[config.mk]
export PLATFORM = sky130hd
export DESIGN_NAME = rf_window_scanner
export DESIGN_NICKNAME = d
export VERILOG_FILES = /design/src/rtl/rf_window_scanner.sv
export SDC_FILE = /design/constraint.sdc
export NUM_CORES = 1
export LEC_CHECK = 0
export BUFFER_PORTS_ARGS = -buffer_cell sky130_fd_sc_hd__buf_2
export CAP_MARGIN = 10
export CORE_MARGIN = 10
export CORE_UTILIZATION = 54
export DETAILED_ROUTE_END_ITERATION = 8
export PLACE_DENSITY = 0.87
export SYNTH_ARGS = -nofsm -noshare
export SYNTH_HDL_FRONTEND = slang
export SYNTH_SLANG_ARGS = --single-unit
[constraint.sdc]
create_clock -name clk -period 5 [get_ports clk]
set_input_delay 0.25 -clock clk [delete_from_list [all_inputs] [get_ports clk]]
set_output_delay 0.25 -clock clk [all_outputs]
set_load 0.01 [all_outputs]
[src/rtl/rf_window_scanner.sv]
// rf_window_scanner: sweeps a ROWS x COLS window over a multi-channel image
// stack, fetching one pixel per accepted memory beat and presenting each
// completed CHANNELS x ROWS x COLS window under a valid/ready handshake.
module rf_window_scanner #(
    parameter int ADDR_BITS  = 16,
    parameter int WORD_BITS  = 8,
    parameter int IMG_HEIGHT = 28,
    parameter int IMG_WIDTH  = 28,
    parameter int ROWS       = 3,
    parameter int COLS       = 3,
    parameter int CHANNELS   = 2,
    parameter int STRIDE     = 1,
    parameter int NUM_IMGS   = 4,
    localparam int XW        = (IMG_WIDTH  > 1) ? $clog2(IMG_WIDTH)  : 1,
    localparam int YW        = (IMG_HEIGHT > 1) ? $clog2(IMG_HEIGHT) : 1,
    localparam int IW        = (NUM_IMGS   > 1) ? $clog2(NUM_IMGS)   : 1,
    localparam int RF_W      = CHANNELS * ROWS * COLS * WORD_BITS
) (
    input  logic                 clk,
    input  logic                 rst,
    input  logic                 start,
    input  logic                 addr_clear,
    output logic [ADDR_BITS-1:0] mem_addr,
    output logic                 mem_req,
    input  logic [WORD_BITS-1:0] mem_word,
    input  logic                 data_valid,
    output logic [RF_W-1:0]      rf,
    output logic                 out_valid,
    input  logic                 out_ready,
    output logic [XW-1:0]        win_x,
    output logic [YW-1:0]        win_y,
    output logic [IW-1:0]        img_idx,
    output logic                 last_win
);

    // A zero stride is rejected below; clamp here so the grid math stays defined.
    localparam int SAFE_STRIDE = (STRIDE < 1) ? 1 : STRIDE;
    localparam int PLANE       = IMG_HEIGHT * IMG_WIDTH;
    localparam int IMG_SZ      = CHANNELS * PLANE;
    localparam int NX          = (IMG_WIDTH  - COLS) / SAFE_STRIDE + 1;
    localparam int NY          = (IMG_HEIGHT - ROWS) / SAFE_STRIDE + 1;
    localparam int CHW         = (CHANNELS > 1) ? $clog2(CHANNELS) : 1;
    localparam int RW          = (ROWS > 1) ? $clog2(ROWS) : 1;
    localparam int CLW         = (COLS > 1) ? $clog2(COLS) : 1;
    localparam int NXW         = (NX > 1) ? $clog2(NX) : 1;
    localparam int NYW         = (NY > 1) ? $clog2(NY) : 1;

    if (ROWS > IMG_HEIGHT || COLS > IMG_WIDTH || STRIDE < 1 ||
        (longint'(NUM_IMGS) * longint'(IMG_SZ)) > (longint'(1) << ADDR_BITS)) begin : g_cfg_check
        $fatal(1, "rf_window_scanner: illegal parameter combination");
    end

    typedef enum logic [1:0] {S_IDLE, S_FETCH, S_HOLD} state_t;

    state_t           state_q, state_d;
    logic [CHW-1:0]   ch_q, ch_d;
    logic [RW-1:0]    r_q, r_d;
    logic [CLW-1:0]   c_q, c_d;
    logic [NXW-1:0]   ix_q, ix_d;
    logic [NYW-1:0]   iy_q, iy_d;
    logic [IW-1:0]    img_q, img_d;
    logic [RF_W-1:0]  rf_q, rf_d;

    logic [ADDR_BITS-1:0] addr_w;
    logic [31:0]          pix_idx;
    logic                 last_w;

    // Pixel address of the current (ch, r, c) inside the current window; wraps at ADDR_BITS.
    always_comb begin
        addr_w = ADDR_BITS'(32'(img_q) * 32'(IMG_SZ)
                          + 32'(ch_q) * 32'(PLANE)
                          + (32'(iy_q) * 32'(SAFE_STRIDE) + 32'(r_q)) * 32'(IMG_WIDTH)
                          + 32'(ix_q) * 32'(SAFE_STRIDE) + 32'(c_q));
        pix_idx = (32'(ch_q) * 32'(ROWS) + 32'(r_q)) * 32'(COLS) + 32'(c_q);
        last_w  = (ix_q == NXW'(NX - 1)) && (iy_q == NYW'(NY - 1));
    end

    // Next-state: pixel counters (c fastest, then r, then ch), window grid, image index, buffer.
    always_comb begin
        state_d = state_q;
        ch_d    = ch_q;
        r_d     = r_q;
        c_d     = c_q;
        ix_d    = ix_q;
        iy_d    = iy_q;
        img_d   = img_q;
        rf_d    = rf_q;
        case (state_q)
            S_IDLE: begin
                if (start) begin
                    state_d = S_FETCH;
                    ch_d    = '0;
                    r_d     = '0;
                    c_d     = '0;
                end
            end
            S_FETCH: begin
                if (data_valid) begin
                    rf_d[pix_idx * WORD_BITS +: WORD_BITS] = mem_word;
                    if (c_q == CLW'(COLS - 1)) begin
                        c_d = '0;
                        if (r_q == RW'(ROWS - 1)) begin
                            r_d = '0;
                            if (ch_q == CHW'(CHANNELS - 1)) begin
                                ch_d    = '0;
                                state_d = S_HOLD;
                            end else begin
                                ch_d = ch_q + CHW'(1);
                            end
                        end else begin
                            r_d = r_q + RW'(1);
                        end
                    end else begin
                        c_d = c_q + CLW'(1);
                    end
                end
            end
            S_HOLD: begin
                if (out_ready) begin
                    if (last_w) begin
                        ix_d    = '0;
                        iy_d    = '0;
                        img_d   = (img_q == IW'(NUM_IMGS - 1)) ? '0 : img_q + IW'(1);
                        state_d = S_IDLE;
                    end else begin
                        state_d = S_FETCH;
                        if (ix_q == NXW'(NX - 1)) begin
                            ix_d = '0;
                            iy_d = iy_q + NYW'(1);
                        end else begin
                            ix_d = ix_q + NXW'(1);
                        end
                    end
                end
            end
            default: state_d = S_IDLE;
        endcase
        // Restart wins over everything, including a same-cycle handshake.
        if (addr_clear) begin
            state_d = S_IDLE;
            ch_d    = '0;
            r_d     = '0;
            c_d     = '0;
            ix_d    = '0;
            iy_d    = '0;
            img_d   = '0;
            rf_d    = '0;
        end
    end

    // State and datapath registers with synchronous reset.
    always_ff @(posedge clk) begin
        if (rst) begin
            state_q <= S_IDLE;
            ch_q    <= '0;
            r_q     <= '0;
            c_q     <= '0;
            ix_q    <= '0;
            iy_q    <= '0;
            img_q   <= '0;
            rf_q    <= '0;
        end else begin
            state_q <= state_d;
            ch_q    <= ch_d;
            r_q     <= r_d;
            c_q     <= c_d;
            ix_q    <= ix_d;
            iy_q    <= iy_d;
            img_q   <= img_d;
            rf_q    <= rf_d;
        end
    end

    assign mem_req   = (state_q == S_FETCH);
    assign mem_addr  = (state_q == S_FETCH) ? addr_w : '0;
    assign out_valid = (state_q == S_HOLD);
    assign last_win  = (state_q == S_HOLD) && last_w;
    assign rf        = rf_q;
    assign win_x     = XW'(32'(ix_q) * 32'(SAFE_STRIDE));
    assign win_y     = YW'(32'(iy_q) * 32'(SAFE_STRIDE));
    assign img_idx   = img_q;

endmodule

# Word level (Yosys, flattened, before mapping)
# Cells that the tools add are included.
# W data, S select, Z words.
[word_totals] register_bits=163 in_bits=14 output_inout_bits=175 word_cells=85
[op_classes] addsub=14 multipliers=5 n_eq_ne=13 shifts=2 muxes=29 n_reduce_logical=14
[op_table] cell="$bwmux W144" count=1
[op_table] cell="$shift A8 B34 Y144 const A" count=1
[op_table] cell="$shiftx A8 B34 Y144" count=1
[op_table] cell="$neg A10 Y34" count=1
[op_table] cell="$mux W2" count=13
[op_table] cell="$mux W5" count=4
[op_table] cell="$add A15 B5 Y16" count=1
[op_table] cell="$add A16 B2 Y16" count=1
[op_table] cell="$mux W16" count=1
[op_table] cell="$add A14 B11 Y15" count=1
[op_table] cell="$add A13 B11 Y14" count=1
[op_table] cell="$add A5 B1 Y5 const B" count=2
[op_table] cell="$eq A5 B5 Y1 const B" count=2
[op_table] cell="$ne A2 B1 Y1 const B" count=5
[op_table] cell="$mul A6 B3 Y9 const B" count=1
[op_table] cell="$reduce_and A3 Y1" count=3
[op_table] cell="$eq A2 B2 Y1 const B" count=4
[op_table] cell="$mul A2 B6 Y8 const B" count=1
[op_table] cell="$pmux W2 S2" count=2
[op_table] cell="$add A6 B2 Y7" count=1
[op_table] cell="$mul A1 B6 Y7 const B" count=1
[op_table] cell="$add A2 B1 Y2 const B" count=3
[op_table] cell="$add A5 B2 Y6" count=1
[op_table] cell="$mul A4 B2 Y6 const B" count=1
[op_table] cell="other kinds (16)" count=24

# Logic depth before layout (Yosys ltp)
[logic_depth] word_depth=7 mapped_depth=20 mapped_depth_nobuf=20

# Worst setup path after synthesis
# Ideal clock, no wire load.
[synth_path] path_type="register -> output" start="reg iy_q[0]" end="out mem_addr[11]" t_arrival_ps=4469 required_ps=4750 setup_slack_ps=281 stages_incl_launch_ff=19 n_path_buf=0 cell_sequence="dfxtp_1 > ha_1 > fa_1 > xor2_1 > inv_1 > fa_1 > inv_1 > ha_1 > fa_1 > a21o_1 > a21oi_1 > nor2_1 > o21ai_0 > nand2b_1 > ha_1 > ha_1 > a21o_1 > o21ai_0 > nor3b_1"
[synth_between] elab_chain_cells=6
[synth_lines] item="start: declaration" line="60" source="logic [NYW-1:0] iy_q, iy_d;"
[synth_lines] item="start signal: assignment" line="168" source="iy_q <= iy_d;"
[synth_lines] item="$add A5 B2 Y6" line="72" source="+ (32'(iy_q) * 32'(SAFE_STRIDE) + 32'(r_q)) * 32'(IMG_WIDTH)"
[synth_lines] item="$mul A6 B3 Y9" line="72"
[synth_lines] item="$add A14 B11 Y15" line="72"
[synth_lines] item="$add A15 B5 Y16" line="73" source="+ 32'(ix_q) * 32'(SAFE_STRIDE) + 32'(c_q));"
[synth_lines] item="$add A16 B2 Y16" line="73"
[synth_lines] item="$mux W16" line="175" source="assign mem_addr = (state_q == S_FETCH) ? addr_w : '0;"
[synth_lines] item="end: declaration" line="23" source="output logic [ADDR_BITS-1:0] mem_addr,"
# No other way between the ends.

# Worst setup path in the final report
[layout_path] start="reg iy_q[1]" end="out mem_addr[11]"
# The elaborated chain is that of the path after synthesis.

==> flow_metrics.py <==
metrics = {
    "yosys": {
        "yosysTopAreaCellShare": 0.4141,
        "yosysUniqueCellTypes": 63,
        "yosysSeqAreaShare": 0.4141,
        "synthTopCellsByArea": "dfxtp_1, mux2i_1, ha_1, nand2_1, nand3_1",
        "ys_seq_elements": 163,
        "syn_area_sq_mm": 0.007880,
        "synth_top_area_cell": "dfxtp_1",
        "synth-warning-count": 0,
        "synth_edf_count": 0,
        "synth-main-ff-cell": "dfxtp_1",
        "avgSynthCellArea_sq_um": 9.026,
        "syn-instance-count": 873,
        "async_reset_ff_frac": 0,
    },
    "worst_setup_path": {
        "crit_path_cell_trace": "buf_6 -> fa_2 -> buf_4 -> nand3_2 -> xnor2_4 -> fa_1 -> ha_1 -> a21o_1 -> a21oi_2 -> o21bai_1 -> xnor2_1 -> fa_1 -> inv_2 -> ha_4 -> nand3_2 -> a211oi_2 -> o21ai_1 -> nor3b_1 -> buf_2",
        "r2r-end": "rf[126]",
        "max_stage_delay_ps": 560,
        "setup.worst_path.class": "register to output port",
        "reg2reg_slack_ps": 270,
        "cp-end-kind": "output port",
        "cp.required_ps": 4750,
        "worstPathMaxFanout": 5,
        "critPathArrivalTime_ps": 4850,
        "cpMaxStageDelayCell": "fa_1",
        "reg2reg_from": "r_q[0]",
        "r2r_cells": 15,
        "start_kind": "register",
    },
    "sta": {
        "setup_slack_ps": -96.91,
        "tns_ps": -263.5,
        "min_period_ps": 5097,
        "period_share": 1.019,
        "finClkSkew_ps": 10.01,
        "rsz0062_at_grt": "true",
        "setup_viol": 4,
        "slew_violations": 0,
        "finalHoldViolations": 0,
        "max-slew-margin-rel": 0.4335,
        "fmax_mhz": 196.2,
        "tightestPinTransition_ps": 849.7,
        "hold_ws_ps": 167.7,
    },
    "hold_path": {
        "holdCritStartpoint": "out_ready",
        "whs_path_depth": 3,
        "hold_end": "state_q[1]",
        "worstHoldPathType": "primary input to register",
    },
    "die": {
        "ios": 189,
        "start_util": 0.5463,
        "num_rows": 44,
        "fp.dieW_microns": 140.8,
        "design.die.area_sq_mm": 0.01982,
        "die_h_microns": 140.8,
        "core-area_sq_mm": 0.01442,
    },
    "placement": {
        "numPortBuffers": 186,
        "dpl.hpwl_microns": 16090,
        "place_congestion": 0.8776,
    },
    "layout": {
        "final_nets": 1123,
        "fillCellCount": 1101,
        "drive_gt1_frac": 0.2800,
        "diodes": 0,
        "synthToLayoutAreaGrowth_pct": 25.01,
    },
    "clock_tree": {
        "clockRootBuffer": "clkbuf_16",
        "cts_tree": "built",
        "cts_hold_buf": 0,
        "clock_latency_ps": 420,
        "cts_buffers": 17,
        "cts.path.max_buffers": 2,
        "path_clk_slew_ps": 70,
        "clock_sinks": 163,
        "h-tree-depth": 4,
    },
    "global_route": {
        "grt_overflow": 0,
        "grt_start_max_net_pins": 89,
        "grt_pass1_vias": 6919,
        "grt_usage": 0.2182,
        "grt_first_pass_wirelength_microns": 35940,
        "antenna_found_initial": 1,
    },
    "detailed_routing": {
        "first_pass_iters": 5,
        "final_antenna_net_count": 0,
        "vias": 7125,
        "via_per_inst": 5.691,
        "drt-initial-drc-count": 464,
        "wl_per_cell_microns": 18.12,
        "postRouteWirelength_microns": 22690,
        "route.detailed.drc": 0,
    },
    "pwr": {
        "irDropWorstVdd_v": 0.0002254,
        "leakagePower_uw": 0.004484,
        "p_per_area_mw_per_mm2": 270.4,
    },
    "run": {
        "maxCapViolations": 0,
    },
    "outcome": {
        "status": "complete, but fails checks",
        "violations": "setup timing",
    },
}
-- worst max-delay path by stage --
stage | start | end | slack, ps | cells after the start
3_3_place_gp | r_q[0] | mem_addr[11] | 200 | 19
5_1_grt | iy_q[1] | mem_addr[11] | -330 | 20
2_1_floorplan | iy_q[0] | mem_addr[11] | 280 | 18
3_5_place_dp | r_q[0] | mem_addr[11] | 20 | 20
6_report | iy_q[1] | mem_addr[11] | -100 | 19
4_1_cts | r_q[0] | mem_addr[10] | 4 | 20
-- where the power goes --
group	switching (uW)	internal (uW)
sequential	2.23	1300
clock	615	678
combinational	55.7	15.7
-- kinds of logic after synthesis --
logic type	after synthesis	synth area share
and+or+nand+nor	322	0.2050
DFF	163	0.4141
AOI/OAI and AO/OA	152	0.1215
buffers and inverters	90	0.04684
muxes	68	0.08701
adders and majority gates	54	0.09717
xor gates and xnor gates	23	0.02795
other	1	0.0004759
-- cells in the mapped netlist, drive strengths merged, types with 9 or more instances --
library cell,count
clkbuf,31
nor3,25
fa,12
nor2,33
mux2i,67
nand3,77
nand2b,11
dfxtp,163
a21o,9
ha,42
buf,24
nand2,127
a21oi,23
inv,35
nand4,14
xor2,14
o21ai,75
-- layout by cell type (no fill, tap or decap), types with 4 or more instances in the layout --
cell / count
nand2_1: 126
nor2_1: 31
nand2b_1: 11
nor3_1: 18
a21oi_2: 4
inv_1: 31
o21ai_0: 70
o21a_1: 5
a21o_1: 9
clkbuf_16: 17
xnor2_1: 6
o21ai_1: 4
ha_4: 4
a211oi_1: 6
nand4_1: 14
inv_2: 4
clkinv_8: 4
and2_1: 4
nor3_4: 7
buf_2: 186
o2111ai_1: 4
mux2i_1: 67
a21oi_1: 19
xor2_1: 13
inv_8: 4
nor2b_1: 4
nand3_1: 74
fa_1: 10
ha_1: 37
buf_4: 27
dfxtp_1: 159
a22o_1: 8
-- state kept, by name, indices dropped and copies added (netlist names) --
signal	cells
rf	144
ix_q	5
iy_q	5
c_q	2
img_idx	2
r_q	2
state_q	2
ch_q	1
-- metal layers --
layer  routed length, microns  vias up  track usage
met3                     1756       50      0.06819
li1                         -     3408            -
met4                      597        0      0.08207
met5                        0        -            0
met2                    11350      265       0.3719
met1                     8982     3402       0.2500
-- area by class of cell --
cell class                      instances  area (sq um)  area share
Multi-Input combinational cell        621          4405      0.4472
Sequential cell                       163          3276      0.3325
Timing Repair Buffer                  217          1205      0.1223
Clock buffer                           17         425.4     0.04319
Tap cell                              184         230.2     0.02337
Clock inverter                         15         177.7     0.01804
Inverter                               35         131.4     0.01334
-- critical path, delay by kind of cell, from the launching register on --
family	cells	cell delay (ps)
AND/OR/NAND/NOR	3	310
AO/OA/AOI/OAI	5	880
buffers and inverters	4	490
adder cells (fa/ha/maj)	5	2080
XOR/XNOR	2	320
flip-flops	1	350
-- per-stage QoR --
step / std cells / setup WS, ps / total power, uW / cell area (sq um) / util
2_1_floorplan: 874 / 280.9 / 1378 / 7884 / -
3_3_place_gp: 1204 / 202.1 / 1400 / 8927 / 0.6189
3_5_place_dp: 1204 / 23.67 / 1400 / 8927 / 0.6189
4_1_cts: 1240 / 4.015 / 2675 / 9656 / 0.6694
5_1_grt: 1252 / -327.2 / 2746 / 9851 / 0.6829
6_report: 1252 / -96.91 / 2663 / 9851 / 0.6829
-- repair_timing --
action | 4_1_cts | 5_1_grt
endpoints found under the setup margin | 4 | 68
endpoints found under the hold margin | 0 | 0
gates resized for setup | 23 | 16
setup buffers | 4 | 12
pin swaps | 6 | 19
cloned | 0 | 0
Note: power is estimated with default switching activity, not from simulation.
